**config.mk**
```make
export PLATFORM = sky130hd
export DESIGN_NAME = hazard_forward_ctrl_flat
export DESIGN_NICKNAME = d
export VERILOG_FILES = /design/src/rtl/hazard_forward_ctrl_if.sv /design/src/rtl/hazard_forward_ctrl.sv /design/src/flat_wrapper.sv
export SDC_FILE = /design/constraint.sdc
export NUM_CORES = 1
export LEC_CHECK = 0
export BUFFER_PORTS_ARGS = -buffer_cell sky130_fd_sc_hd__buf_2
export CAP_MARGIN = 25
export CORE_ASPECT_RATIO = 0.75
export CORE_MARGIN = 5
export CORE_UTILIZATION = 31
export DETAILED_ROUTE_END_ITERATION = 16
export GPL_TIMING_DRIVEN = 0
export PLACE_DENSITY = 0.62
export SLEW_MARGIN = 20
export SYNTH_ARGS = -nofsm -noshare
export SYNTH_HDL_FRONTEND = slang
export SYNTH_SLANG_ARGS = --single-unit
```
**constraint.sdc**
```tcl
create_clock -name clk -period 1.3 [get_ports clk]
set_input_delay 0 -clock clk [delete_from_list [all_inputs] [get_ports clk]]
set_output_delay 0 -clock clk [all_outputs]
set_load 0.02 [all_outputs]
```
**src/rtl/hazard_forward_ctrl_if.sv**
```systemverilog
// Operand-forwarding / hazard control bundle between the pipeline and hazard_forward_ctrl.
interface hazard_forward_ctrl_if #(
  parameter int RA_W    = 5,
  parameter int NUM_SRC = 2
);
  logic [NUM_SRC*RA_W-1:0] rs_ex_i;
  logic [RA_W-1:0]         rd_exme_i;
  logic                    regwrite_exme_i;
  logic [RA_W-1:0]         rd_mewb_i;
  logic                    regwrite_mewb_i;
  logic                    valid_id_i;
  logic [NUM_SRC*RA_W-1:0] rs_id_i;
  logic                    long_id_i;
  logic                    memread_ex_i;
  logic [RA_W-1:0]         rd_ex_i;
  logic                    long_issue_i;
  logic [2*NUM_SRC-1:0]    fwd_sel_o;
  logic                    stall_o;
  logic                    bubble_o;
  logic                    long_busy_o;
  logic                    long_wb_o;

  modport master (
    output rs_ex_i, rd_exme_i, regwrite_exme_i, rd_mewb_i, regwrite_mewb_i,
           valid_id_i, rs_id_i, long_id_i, memread_ex_i, rd_ex_i, long_issue_i,
    input  fwd_sel_o, stall_o, bubble_o, long_busy_o, long_wb_o
  );

  modport slave (
    input  rs_ex_i, rd_exme_i, regwrite_exme_i, rd_mewb_i, regwrite_mewb_i,
           valid_id_i, rs_id_i, long_id_i, memread_ex_i, rd_ex_i, long_issue_i,
    output fwd_sel_o, stall_o, bubble_o, long_busy_o, long_wb_o
  );
endinterface

```
**src/rtl/hazard_forward_ctrl.sv**
```systemverilog
// EX operand forwarding, load-use detection and single long-op (mul/div) tracker.
// Optional HAZARD_PERF_EN adds saturating stall/long-hazard cycle counters.
module hazard_forward_ctrl #(
  parameter int RA_W     = 5,
  parameter int NUM_SRC  = 2,
  parameter int LONG_LAT = 4
) (
  input  logic                clk,
  input  logic                rst_n,
  hazard_forward_ctrl_if.slave bus
`ifdef HAZARD_PERF_EN
  ,
  output logic [31:0]         stall_cnt_o,
  output logic [31:0]         bubble_cnt_o
`endif
);

  localparam int CNT_W = (LONG_LAT > 2) ? $clog2(LONG_LAT) : 1;
  // The issue cycle itself counts as the first latency cycle, so the
  // register holds one less and long_wb_o lands LONG_LAT-1 cycles after issue.
  localparam logic [CNT_W-1:0] CNT_LOAD = CNT_W'(LONG_LAT - 2);

  typedef enum logic {IDLE, BUSY} state_t;

  state_t           state_q, state_d;
  logic [CNT_W-1:0] cnt_q, cnt_d;
  logic [RA_W-1:0]  lrd_q, lrd_d;

  logic [NUM_SRC-1:0][1:0] fwd_sel;
  logic lu_hit, lrd_hit, load_use, long_haz, busy, stall;

  for (genvar k = 0; k < NUM_SRC; k++) begin : g_src
    logic [RA_W-1:0] rs;
    assign rs = bus.rs_ex_i[k*RA_W +: RA_W];
    // rs != 0 plus equality also excludes rd == 0 as a source
    always_comb begin
      fwd_sel[k] = 2'b00;
      if (rs != '0) begin
        if (bus.regwrite_exme_i && bus.rd_exme_i == rs)      fwd_sel[k] = 2'b10;
        else if (bus.regwrite_mewb_i && bus.rd_mewb_i == rs) fwd_sel[k] = 2'b01;
      end
    end
  end
  assign bus.fwd_sel_o = fwd_sel;

  always_comb begin
    lu_hit  = 1'b0;
    lrd_hit = 1'b0;
    for (int k = 0; k < NUM_SRC; k++) begin
      if (bus.rs_id_i[k*RA_W +: RA_W] == bus.rd_ex_i) lu_hit  = 1'b1;
      if (bus.rs_id_i[k*RA_W +: RA_W] == lrd_q)       lrd_hit = 1'b1;
    end
  end

  always_ff @(posedge clk or negedge rst_n) begin
    if (!rst_n) begin
      state_q <= IDLE;
      cnt_q   <= '0;
      lrd_q   <= '0;
    end else begin
      state_q <= state_d;
      cnt_q   <= cnt_d;
      lrd_q   <= lrd_d;
    end
  end

  // An issue while cnt != 0 is a protocol error and leaves the tracker untouched.
  always_comb begin
    state_d = state_q;
    cnt_d   = cnt_q;
    lrd_d   = lrd_q;
    case (state_q)
      IDLE: if (bus.long_issue_i) begin
        state_d = BUSY;
        cnt_d   = CNT_LOAD;
        lrd_d   = bus.rd_ex_i;
      end
      BUSY: begin
        if (cnt_q != '0) begin
          cnt_d = cnt_q - 1'b1;
        end else if (bus.long_issue_i) begin
          cnt_d = CNT_LOAD;
          lrd_d = bus.rd_ex_i;
        end else begin
          state_d = IDLE;
          lrd_d   = '0;
        end
      end
      default: state_d = IDLE;
    endcase
  end

  assign busy     = (state_q == BUSY);
  assign load_use = bus.valid_id_i && bus.memread_ex_i && (bus.rd_ex_i != '0) && lu_hit;
  // RAW stall holds through the writeback cycle; the regfile is readable the cycle after.
  assign long_haz = busy && bus.valid_id_i &&
                    (((lrd_q != '0) && lrd_hit) || (bus.long_id_i && (cnt_q != '0)));
  assign stall    = rst_n && (load_use || long_haz);

  assign bus.stall_o     = stall;
  assign bus.bubble_o    = stall;
  assign bus.long_busy_o = busy;
  assign bus.long_wb_o   = busy && (cnt_q == '0);

`ifdef HAZARD_PERF_EN
  always_ff @(posedge clk or negedge rst_n) begin
    if (!rst_n) begin
      stall_cnt_o  <= '0;
      bubble_cnt_o <= '0;
    end else begin
      if (stall && stall_cnt_o != '1)     stall_cnt_o  <= stall_cnt_o + 32'd1;
      if (long_haz && bubble_cnt_o != '1) bubble_cnt_o <= bubble_cnt_o + 32'd1;
    end
  end
`endif

endmodule
```
**src/flat_wrapper.sv**
```systemverilog
// flat-port wrapper written by rule: the top's interface ports become plain ports
module hazard_forward_ctrl_flat 
#(
  parameter int RA_W     = 5,
  parameter int NUM_SRC  = 2,
  parameter int LONG_LAT = 4
)
  (clk, rst_n, bus_rs_ex_i, bus_rd_exme_i, bus_regwrite_exme_i, bus_rd_mewb_i, bus_regwrite_mewb_i, bus_valid_id_i, bus_rs_id_i, bus_long_id_i, bus_memread_ex_i, bus_rd_ex_i, bus_long_issue_i, bus_fwd_sel_o, bus_stall_o, bus_bubble_o, bus_long_busy_o, bus_long_wb_o);
  hazard_forward_ctrl_if #(.RA_W(RA_W), .NUM_SRC(NUM_SRC)) bus_i ();
  input  logic clk;
  input  logic rst_n;
  input wire logic [$bits(bus_i.rs_ex_i)-1:0] bus_rs_ex_i;
  input wire logic [$bits(bus_i.rd_exme_i)-1:0] bus_rd_exme_i;
  input wire logic [$bits(bus_i.regwrite_exme_i)-1:0] bus_regwrite_exme_i;
  input wire logic [$bits(bus_i.rd_mewb_i)-1:0] bus_rd_mewb_i;
  input wire logic [$bits(bus_i.regwrite_mewb_i)-1:0] bus_regwrite_mewb_i;
  input wire logic [$bits(bus_i.valid_id_i)-1:0] bus_valid_id_i;
  input wire logic [$bits(bus_i.rs_id_i)-1:0] bus_rs_id_i;
  input wire logic [$bits(bus_i.long_id_i)-1:0] bus_long_id_i;
  input wire logic [$bits(bus_i.memread_ex_i)-1:0] bus_memread_ex_i;
  input wire logic [$bits(bus_i.rd_ex_i)-1:0] bus_rd_ex_i;
  input wire logic [$bits(bus_i.long_issue_i)-1:0] bus_long_issue_i;
  output wire logic [$bits(bus_i.fwd_sel_o)-1:0] bus_fwd_sel_o;
  output wire logic [$bits(bus_i.stall_o)-1:0] bus_stall_o;
  output wire logic [$bits(bus_i.bubble_o)-1:0] bus_bubble_o;
  output wire logic [$bits(bus_i.long_busy_o)-1:0] bus_long_busy_o;
  output wire logic [$bits(bus_i.long_wb_o)-1:0] bus_long_wb_o;
  assign bus_i.rs_ex_i = bus_rs_ex_i;
  assign bus_i.rd_exme_i = bus_rd_exme_i;
  assign bus_i.regwrite_exme_i = bus_regwrite_exme_i;
  assign bus_i.rd_mewb_i = bus_rd_mewb_i;
  assign bus_i.regwrite_mewb_i = bus_regwrite_mewb_i;
  assign bus_i.valid_id_i = bus_valid_id_i;
  assign bus_i.rs_id_i = bus_rs_id_i;
  assign bus_i.long_id_i = bus_long_id_i;
  assign bus_i.memread_ex_i = bus_memread_ex_i;
  assign bus_i.rd_ex_i = bus_rd_ex_i;
  assign bus_i.long_issue_i = bus_long_issue_i;
  assign bus_fwd_sel_o = bus_i.fwd_sel_o;
  assign bus_stall_o = bus_i.stall_o;
  assign bus_bubble_o = bus_i.bubble_o;
  assign bus_long_busy_o = bus_i.long_busy_o;
  assign bus_long_wb_o = bus_i.long_wb_o;
  hazard_forward_ctrl #(.RA_W(RA_W), .NUM_SRC(NUM_SRC), .LONG_LAT(LONG_LAT)) u_core (.clk(clk), .rst_n(rst_n), .bus(bus_i));
endmodule
```
==> impl_metrics.sql, run 1 <==
INSERT INTO impl_metrics (metric_group, metric, value, unit) VALUES
('layout', 'mostFrequentLayoutCells', 'sky130_fd_sc_hd__buf_2, sky130_fd_sc_hd__xor2_1, sky130_fd_sc_hd__xnor2_1', ''),
('logic_synthesis', 'yosys_most_used_dff', 'sky130_fd_sc_hd__dfrtp_1', ''),
('timing', 'grt_setup_unrepaired', 'true', ''),
('drt', 'avgViaCountPerCell', '5.13', ''),
('timing', 'final-hold-violation-count', '0', ''),
('timing', 'max_freq', '579', 'MHz'),
('logic_synthesis', 'synth-seq-area-share', '21.5', '%'),
('layout', 'layout-drive-gt1-share', '40.5', '%'),
('layout', 'number_of_nets_in_the_layout', '213', ''),
('critical_path', 'worst-path-max-fanout', '3', ''),
('clocking', 'tritoncts_clock_tree', 'yes', ''),
('drt', 'drc_errors', '0', ''),
('floorplanning', 'die_footprint', '4210', 'sq um'),
('floorplanning', 'start_util', '31.9', '%'),
('drt', 'route.detailed.wl_per_inst', '14.6', 'um'),
('logic_synthesis', 'synth_edf_count', '0', ''),
('layout', 'n_fill_cell', '299', ''),
('status', 'outcome', 'finished, violations left', ''),
('global_route', 'grt.total_usage', '14.4', '%'),
('pwr', 'power.total', '1.79', 'mW'),
('drt', 'initialDrtViolationCount', '13', ''),
('place', 'dpl.hpwl', '2370', 'um'),
('drt', 'ant_nets', '0', ''),
('timing', 'final.setup.worst_slack', '-0.428', 'ns'),
('critical_path', 'cp_data_arrival_time', '1.73', 'ns'),
('run', 'max_cap_viol_count', '0', ''),
('clocking', 'clock_latency', '0.23', 'ns'),
('logic_synthesis', 'yosys_warnings', '0', ''),
('critical_path', 'path_delay_family', 'simple AND/OR/NAND/NOR gates', ''),
('logic_synthesis', 'ys_async_sr_fraction', '100', '%'),
('drt', 'detail_route.first_pass.iterations', '4', ''),
('critical_path', 'critPathLaunchType', 'flip-flop', ''),
('critical_path', 'crit_path_end_kind', 'output port', ''),
('global_route', 'overflow', '0', ''),
('clocking', 'clk_pin_slew_worst_paths', '0.04', 'ns'),
('pwr', 'peakVddDrop', '0.00104', 'V'),
('global_route', 'wire_length_of_the_first_global_routing_pass', '4860', 'um'),
('timing', 'fin_hold_ws', '0.113', 'ns'),
('clocking', 'clock_sink_count', '8', ''),
('drt', 'routed-via-count', '1056', ''),
('global_route', 'via_count_of_the_first_global_routing_pass', '1153', ''),
('logic_synthesis', 'syn_area_per_cell', '8.38', 'sq um'),
('layout', 'layout_commonest_cell', 'sky130_fd_sc_hd__buf_2', ''),
('timing', 'slew-limit-headroom', '64.7', '%'),
('pwr', 'p_leak', '0.624', 'nW'),
('place', 'place.port_buffers', '49', ''),
('global_route', 'maximum_number_of_pins_on_one_net_before_global_route_repair', '11', ''),
('critical_path', 'crit_required', '1.30', 'ns'),
('critical_path', 'cpPeakStageDelay', '0.50', 'ns'),
('critical_path', 'crit_path_cell_trace', 'or4_1 > o2111ai_1 > o211ai_1 > buf_4 > buf_6', ''),
('drt', 'finalWirelength', '3010', 'um'),
('floorplanning', 'core_area', '2910', 'sq um'),
('logic_synthesis', 'postSynthCellCount', '111', ''),
('pwr', 'power_density', '1330', 'nW/um^2'),
('critical_path', 'worstPathBufferInverterCount', '2', ''),
('clocking', 'cts-htree-levels', '1', ''),
('layout', 'synthToLayoutAreaGrowth', '44.0', '%'),
('timing', 'final_max_slew_viol_count', '0', ''),
('logic_synthesis', 'ys_types', '27', ''),
('clocking', 'clk_path_buf_depth', '2', ''),
('clocking', 'cts-buffers-inserted', '3', ''),
('floorplanning', 'dieHeight', '57.4', 'um'),
('floorplanning', 'i_o_pins', '51', ''),
('timing', 'timing.final.crit_period', '1.73', 'ns'),
('floorplanning', 'chipWidth', '73.2', 'um'),
('global_route', 'initial_antenna_violation_count', '0', ''),
('timing', 'skew', '0.00198', 'ns'),
('logic_synthesis', 'postSynthNetCount', '154', ''),
('floorplanning', 'num_rows', '17', ''),
('status', 'violations', 'setup timing', ''),
('timing', 'setup_viol_count_final', '2', ''),
('layout', 'insertedDiodeCount', '0', ''),
('place', 'gpl.final_weighted_congestion', '1.00', ''),
('timing', 'tightest_slew', '0.530', 'ns'),
('timing', 'setup_tns', '-0.770', 'ns'),
('critical_path', 'critical_path.slowest_cell', 'sky130_fd_sc_hd__or4_1', ''),
('clocking', 'root_buffer', 'sky130_fd_sc_hd__clkbuf_8', ''),
('critical_path', 'path_class', 'reg -> out', ''),
('worst_hold_path', 'holdCritPathClass', 'in -> reg', ''),
('timing', 'min_period_over_period', '133', '%'),
('logic_synthesis', 'post_synth_instance_area', '930', 'sq um'),
('logic_synthesis', 'yosys_register_bits', '8', '');
==> power by group <==
part | internal (mW) | switching (mW) | total, mW
clock | 0.200 | 0.0958 | 0.296
sequential | 0.374 | 0.144 | 0.517
combinational | 0.474 | 0.499 | 0.973
total | 1.05 | 0.739 | 1.79
==> tightest hold or removal path: cells and delay by family <==
kind	cells	cell delay (ns)
AO/OA/AOI/OAI	2	0.15
buffers and inverters	1	0.15
==> routing by layer <==
layer  vias up  GRT usage [%]  routed length, um
met5         -              0                  0
met4         0           3.95                 43
met3         6           5.81                341
met2        44           22.7               1410
met1       493           18.2               1220
li1        513              -                  -
==> logic make-up (layout without fill, tap and decap cells) <==
logic type / count (synthesis) / count (layout) / synth area share, %
AOI/OAI and AO/OA: 19 / 19 / 13.3
and+or+nand+nor: 35 / 35 / 20.6
muxes: 5 / 5 / 5.38
DFF: 8 / 8 / 21.5
xor gates and xnor gates: 39 / 39 / 36.7
buffers and inverters: 5 / 62 / 2.42
==> area by class of cell <==
| class | instances | area, sq um | area share, % |
|---|---|---|---|
| buffer | 3 | 16.3 | 1.21 |
| inverter | 2 | 7.51 | 0.561 |
| multi-input combinational | 98 | 729 | 54.5 |
| clock buffer | 3 | 41.3 | 3.08 |
| tap | 38 | 47.5 | 3.55 |
| sequential | 8 | 205 | 15.3 |
| timing repair buffer | 54 | 292 | 21.8 |
==> cells in the mapped netlist, drive strengths merged, types with 3 or more instances <==
cell | count | area (sq um)
nor4 | 4 | 25.0
a22oi | 5 | 37.5
dfrtp | 8 | 200
o21ai | 5 | 25.0
nor2 | 3 | 11.3
mux2i | 5 | 50.1
xor2 | 24 | 210
xnor2 | 15 | 131
and3 | 3 | 18.8
a21oi | 3 | 15.0
nor3 | 10 | 50.1
nand3 | 5 | 25.0
==> path summary, 6_finish.rpt <==
| kind | from | endpoint | slack (ns) | depth (start not counted) |
|---|---|---|---|---|
| min in group asynchronous | rst_n | u_core.bus.long_busy_o$_DFF_PN0_ | 0.29 | 2 |
| hold / removal | bus_rd_ex_i[2] | u_core.lrd_q[2]$_DFFE_PN0P_ | 0.11 | 3 |
| max in group asynchronous | rst_n | u_core.lrd_q[3]$_DFFE_PN0P_ | 0.71 | 2 |
| hold reg to reg | u_core.cnt_q[0]$_DFF_PN0_ | u_core.cnt_q[0]$_DFF_PN0_ | 0.56 | 2 |
| setup / recovery | u_core.lrd_q[2]$_DFFE_PN0P_ | bus_stall_o | -0.43 | 5 |
| setup reg to reg | u_core.cnt_q[0]$_DFF_PN0_ | u_core.lrd_q[1]$_DFFE_PN0P_ | 0.19 | 4 |
==> flip-flops by register name, summed over array words and instances (netlist names) <==
register	count
u_core.cnt_q	2
u_core.lrd_q	5
u_core.bus.long_busy_o	1
==> stage by stage <==
stage	cell area, sq um	cells	worst slack [ns]	util, %
detailed placement	1220	198	-0.256	41.9
CTS	1310	206	-0.456	45.0
floorplan	930	111	-0.263	-
global route	1340	206	-0.492	45.9
finish	1340	206	-0.428	45.9
global placement	1220	198	-0.286	41.9
==> what timing repair did <==
| item | 4_1_cts | 5_1_grt |
|---|---|---|
| hold buffers | 1 | 0 |
| endpoints found under the hold margin | 8 | 0 |
| setup buffers | 4 | 0 |
| pin swaps | 2 | 3 |
| setup endpoints to repair | 2 | 8 |
| gates resized for setup | 4 | 9 |
(Power assumes the default switching activity.)
==> run 2, diff against run 1 <==
--- a/config.mk
+++ b/config.mk
@@ -10,9 +10,10 @@
 export CORE_ASPECT_RATIO = 0.75
 export CORE_MARGIN = 5
 export CORE_UTILIZATION = 31
+export CTS_CLUSTER_DIAMETER = 100
 export DETAILED_ROUTE_END_ITERATION = 16
 export GPL_TIMING_DRIVEN = 0
-export PLACE_DENSITY = 0.62
+export PLACE_DENSITY = 0.6
 export SLEW_MARGIN = 20
 export SYNTH_ARGS = -nofsm -noshare
 export SYNTH_HDL_FRONTEND = slang
==> constraint.sdc (replaced) <==
create_clock -name clk -period 2 [get_ports clk]
set_input_delay 0 -clock clk [delete_from_list [all_inputs] [get_ports clk]]
set_output_delay 0 -clock clk [all_outputs]
set_load 0.02 [all_outputs]
==> run 2 against run 1 <==
- the run now ends clean
- core utilization fell by 2.2 points
- combinational power fell by 48%
- cell area fell by 4.9%
- largest cell class unchanged
- highest routed layer unchanged
==> impl_metrics.sql, run 2 (synthesis gave the netlist of run 1 again) <==
INSERT INTO impl_metrics (metric_group, metric, value, unit) VALUES
('timing', 'final-hold-violation-count', '0', ''),
('layout', 'insertedDiodeCount', '0', ''),
('place', 'place.port_buffers', '49', ''),
('drt', 'ant_nets', '0', ''),
('pwr', 'comb_power_share', '48.6', '%'),
('timing', 'setup_viol_count_final', '0', ''),
('global_route', 'met2_usage', '23.3', '%'),
('layout', 'registers.top_by_ff_count', 'u_core.lrd_q', ''),
('drt', 'avgViaCountPerCell', '5.01', ''),
('global_route', 'wire_length_of_the_first_global_routing_pass', '4790', 'um'),
('critical_path', 'crit_required', '2.00', 'ns'),
('pwr', 'power.internal', '610', 'uW'),
('pwr', 'netSwitchingPower', '439', 'uW'),
('timing', 'grt_setup_unrepaired', 'false', ''),
('global_route', 'grt_most_used_layer', 'met2', ''),
('layout', 'layout-drive-gt1-share', '32.9', '%'),
('timing', 'setup_tns', '0', 'ns'),
('floorplanning', 'num_rows', '17', ''),
('global_route', 'initial_antenna_violation_count', '0', ''),
('layout', 'largest_reg_flops', '5', ''),
('floorplanning', 'chipWidth', '73.2', 'um'),
('drt', 'drc_errors', '0', ''),
('global_route', 'grtUsageMet1', '18.8', '%'),
('floorplanning', 'core_area', '2910', 'sq um'),
('place', 'gpl.final_weighted_congestion', '0.871', ''),
('place', 'dpl.hpwl', '2420', 'um'),
('timing', 'min_period_over_period', '91.5', '%'),
('pwr', 'netSwitchingFraction', '41.9', '%'),
('global_route', 'maximum_number_of_pins_on_one_net_before_global_route_repair', '12', ''),
('clocking', 'root_buffer', 'sky130_fd_sc_hd__clkbuf_8', ''),
('global_route', 'overflow', '0', ''),
('drt', 'routed-via-count', '1012', ''),
('clocking', 'post_cts_setup_driven_buffer_insertion_count', '0', ''),
('place', 'dp.cells', '198', ''),
('drt', 'finalWirelength', '2880', 'um'),
('layout', 'synthToLayoutAreaGrowth', '37.0', '%'),
('pwr', 'p_clk_share', '18.7', '%'),
('clocking', 'clk_pin_slew_worst_paths', '0.04', 'ns'),
('clocking', 'clock_latency', '0.23', 'ns'),
('drt', 'detail_route.first_pass.iterations', '4', ''),
('clocking', 'clock_sink_count', '8', ''),
('pwr', 'seq_power_share', '32.7', '%'),
('pwr', 'p_leak', '0.596', 'nW'),
('layout', 'mostFrequentLayoutCells', 'sky130_fd_sc_hd__buf_2, sky130_fd_sc_hd__xor2_1, sky130_fd_sc_hd__xnor2_1', ''),
('run', 'max_cap_viol_count', '0', ''),
('layout', 'final_core_util', '43.7', '%'),
('worst_hold_path', 'holdCritPathClass', 'in -> reg', ''),
('drt', 'initialDrtViolationCount', '69', ''),
('drt', 'route.detailed.wl_per_inst', '14.2', 'um'),
('pwr', 'power_density', '824', 'nW/um^2'),
('timing', 'slew-limit-headroom', '64.6', '%'),
('timing', 'final_max_slew_viol_count', '0', ''),
('critical_path', 'path_class', 'reg -> out', ''),
('layout', 'layout_commonest_cell', 'sky130_fd_sc_hd__buf_2', ''),
('clocking', 'cts-htree-levels', '1', ''),
('timing', 'tightest_slew', '0.531', 'ns'),
('critical_path', 'worst-path-max-fanout', '5', ''),
('layout', 'number_of_nets_in_the_layout', '209', ''),
('timing', 'timing.final.crit_period', '1.83', 'ns'),
('critical_path', 'cp_data_arrival_time', '1.83', 'ns'),
('clocking', 'clk_path_buf_depth', '2', ''),
('layout', 'post_layout_nonfiller_instances', '202', ''),
('critical_path', 'crit_path_end_kind', 'output port', ''),
('global_route', 'via_count_of_the_first_global_routing_pass', '997', ''),
('global_route', 'global_route_track_usage_on_met3', '3.17', '%'),
('status', 'outcome', 'finished, final reports clean', ''),
('global_route', 'grt.total_usage', '14.2', '%'),
('floorplanning', 'dieHeight', '57.4', 'um'),
('clocking', 'cts-buffers-inserted', '3', ''),
('clocking', 'tritoncts_clock_tree', 'yes', ''),
('critical_path', 'critPathLaunchType', 'flip-flop', ''),
('floorplanning', 'start_util', '31.9', '%'),
('floorplanning', 'die_footprint', '4210', 'sq um'),
('floorplanning', 'i_o_pins', '51', ''),
('timing', 'skew', '0.00373', 'ns'),
('pwr', 'peakVddDrop', '0.000570', 'V'),
('timing', 'max_freq', '547', 'MHz');
[run 2: final cells by class]
class	instances	area, sq um
Tap cell	38	47.5
Inverter	2	7.51
Multi-Input combinational cell	98	707
Sequential cell	8	200
Clock buffer	3	41.3
Timing Repair Buffer	50	255
Buffer	3	15.0
Fill cell	306	1640
[run 2: path summary, 6_finish.rpt]
check,from,slack (ns),cells past startpoint,end
max,u_core.lrd_q[1]$_DFFE_PN0P_,0.17,5,bus_stall_o
min,bus_rd_ex_i[1],0.09,3,u_core.lrd_q[1]$_DFFE_PN0P_
max reg2reg,u_core.cnt_q[0]$_DFF_PN0_,0.79,4,u_core.lrd_q[4]$_DFFE_PN0P_
min reg2reg,u_core.cnt_q[0]$_DFF_PN0_,0.54,2,u_core.cnt_q[0]$_DFF_PN0_
max in group asynchronous,rst_n,1.64,2,u_core.lrd_q[0]$_DFFE_PN0P_
min in group asynchronous,rst_n,0.16,2,u_core.cnt_q[0]$_DFF_PN0_
[run 2: critical path, cell delays in order, from the launching register on]
cell and delay [ns]:
sky130_fd_sc_hd__dfrtp_1 0.43, sky130_fd_sc_hd__or4_1 0.55, sky130_fd_sc_hd__o2111ai_1 0.19, sky130_fd_sc_hd__o211ai_1 0.13, sky130_fd_sc_hd__buf_4 0.15, sky130_fd_sc_hd__buf_2 0.15
[run 2: per-layer routing]
| layer | vias up | wire length (um) |
|---|---|---|
| met3 | 5 | 208 |
| met2 | 35 | 1390 |
| met4 | 0 | 36 |
| met1 | 465 | 1240 |
| met5 | - | 0 |
| li1 | 507 | - |
[run 2: power groups by stage]
stage | combinational, mW | sequential, mW | clock, mW
2_1_floorplan | 0.347 | 0.322 | 0
3_3_place_gp | 0.494 | 0.338 | 0
3_5_place_dp | 0.514 | 0.340 | 0
4_1_cts | 0.518 | 0.340 | 0.200
5_1_grt | 0.575 | 0.353 | 0.210
6_report | 0.510 | 0.344 | 0.196
[run 2: repair_timing]
action,in CTS,in global routing
hold endpoints to repair,8,0
resized for setup,0,0
hold buffers,1,0
[run 2: per-stage QoR]
stage	setup WS, ns	hold WS, ns	instance area, sq um	total power [mW]
after floorplan	0.437	-0.296	930	0.669
after global placement	0.413	-0.134	1220	0.833
after detailed placement	0.409	-0.125	1220	0.854
after CTS	0.152	0.0950	1270	1.06
after global routing	0.00843	0.111	1270	1.14
final	0.170	0.0933	1270	1.05
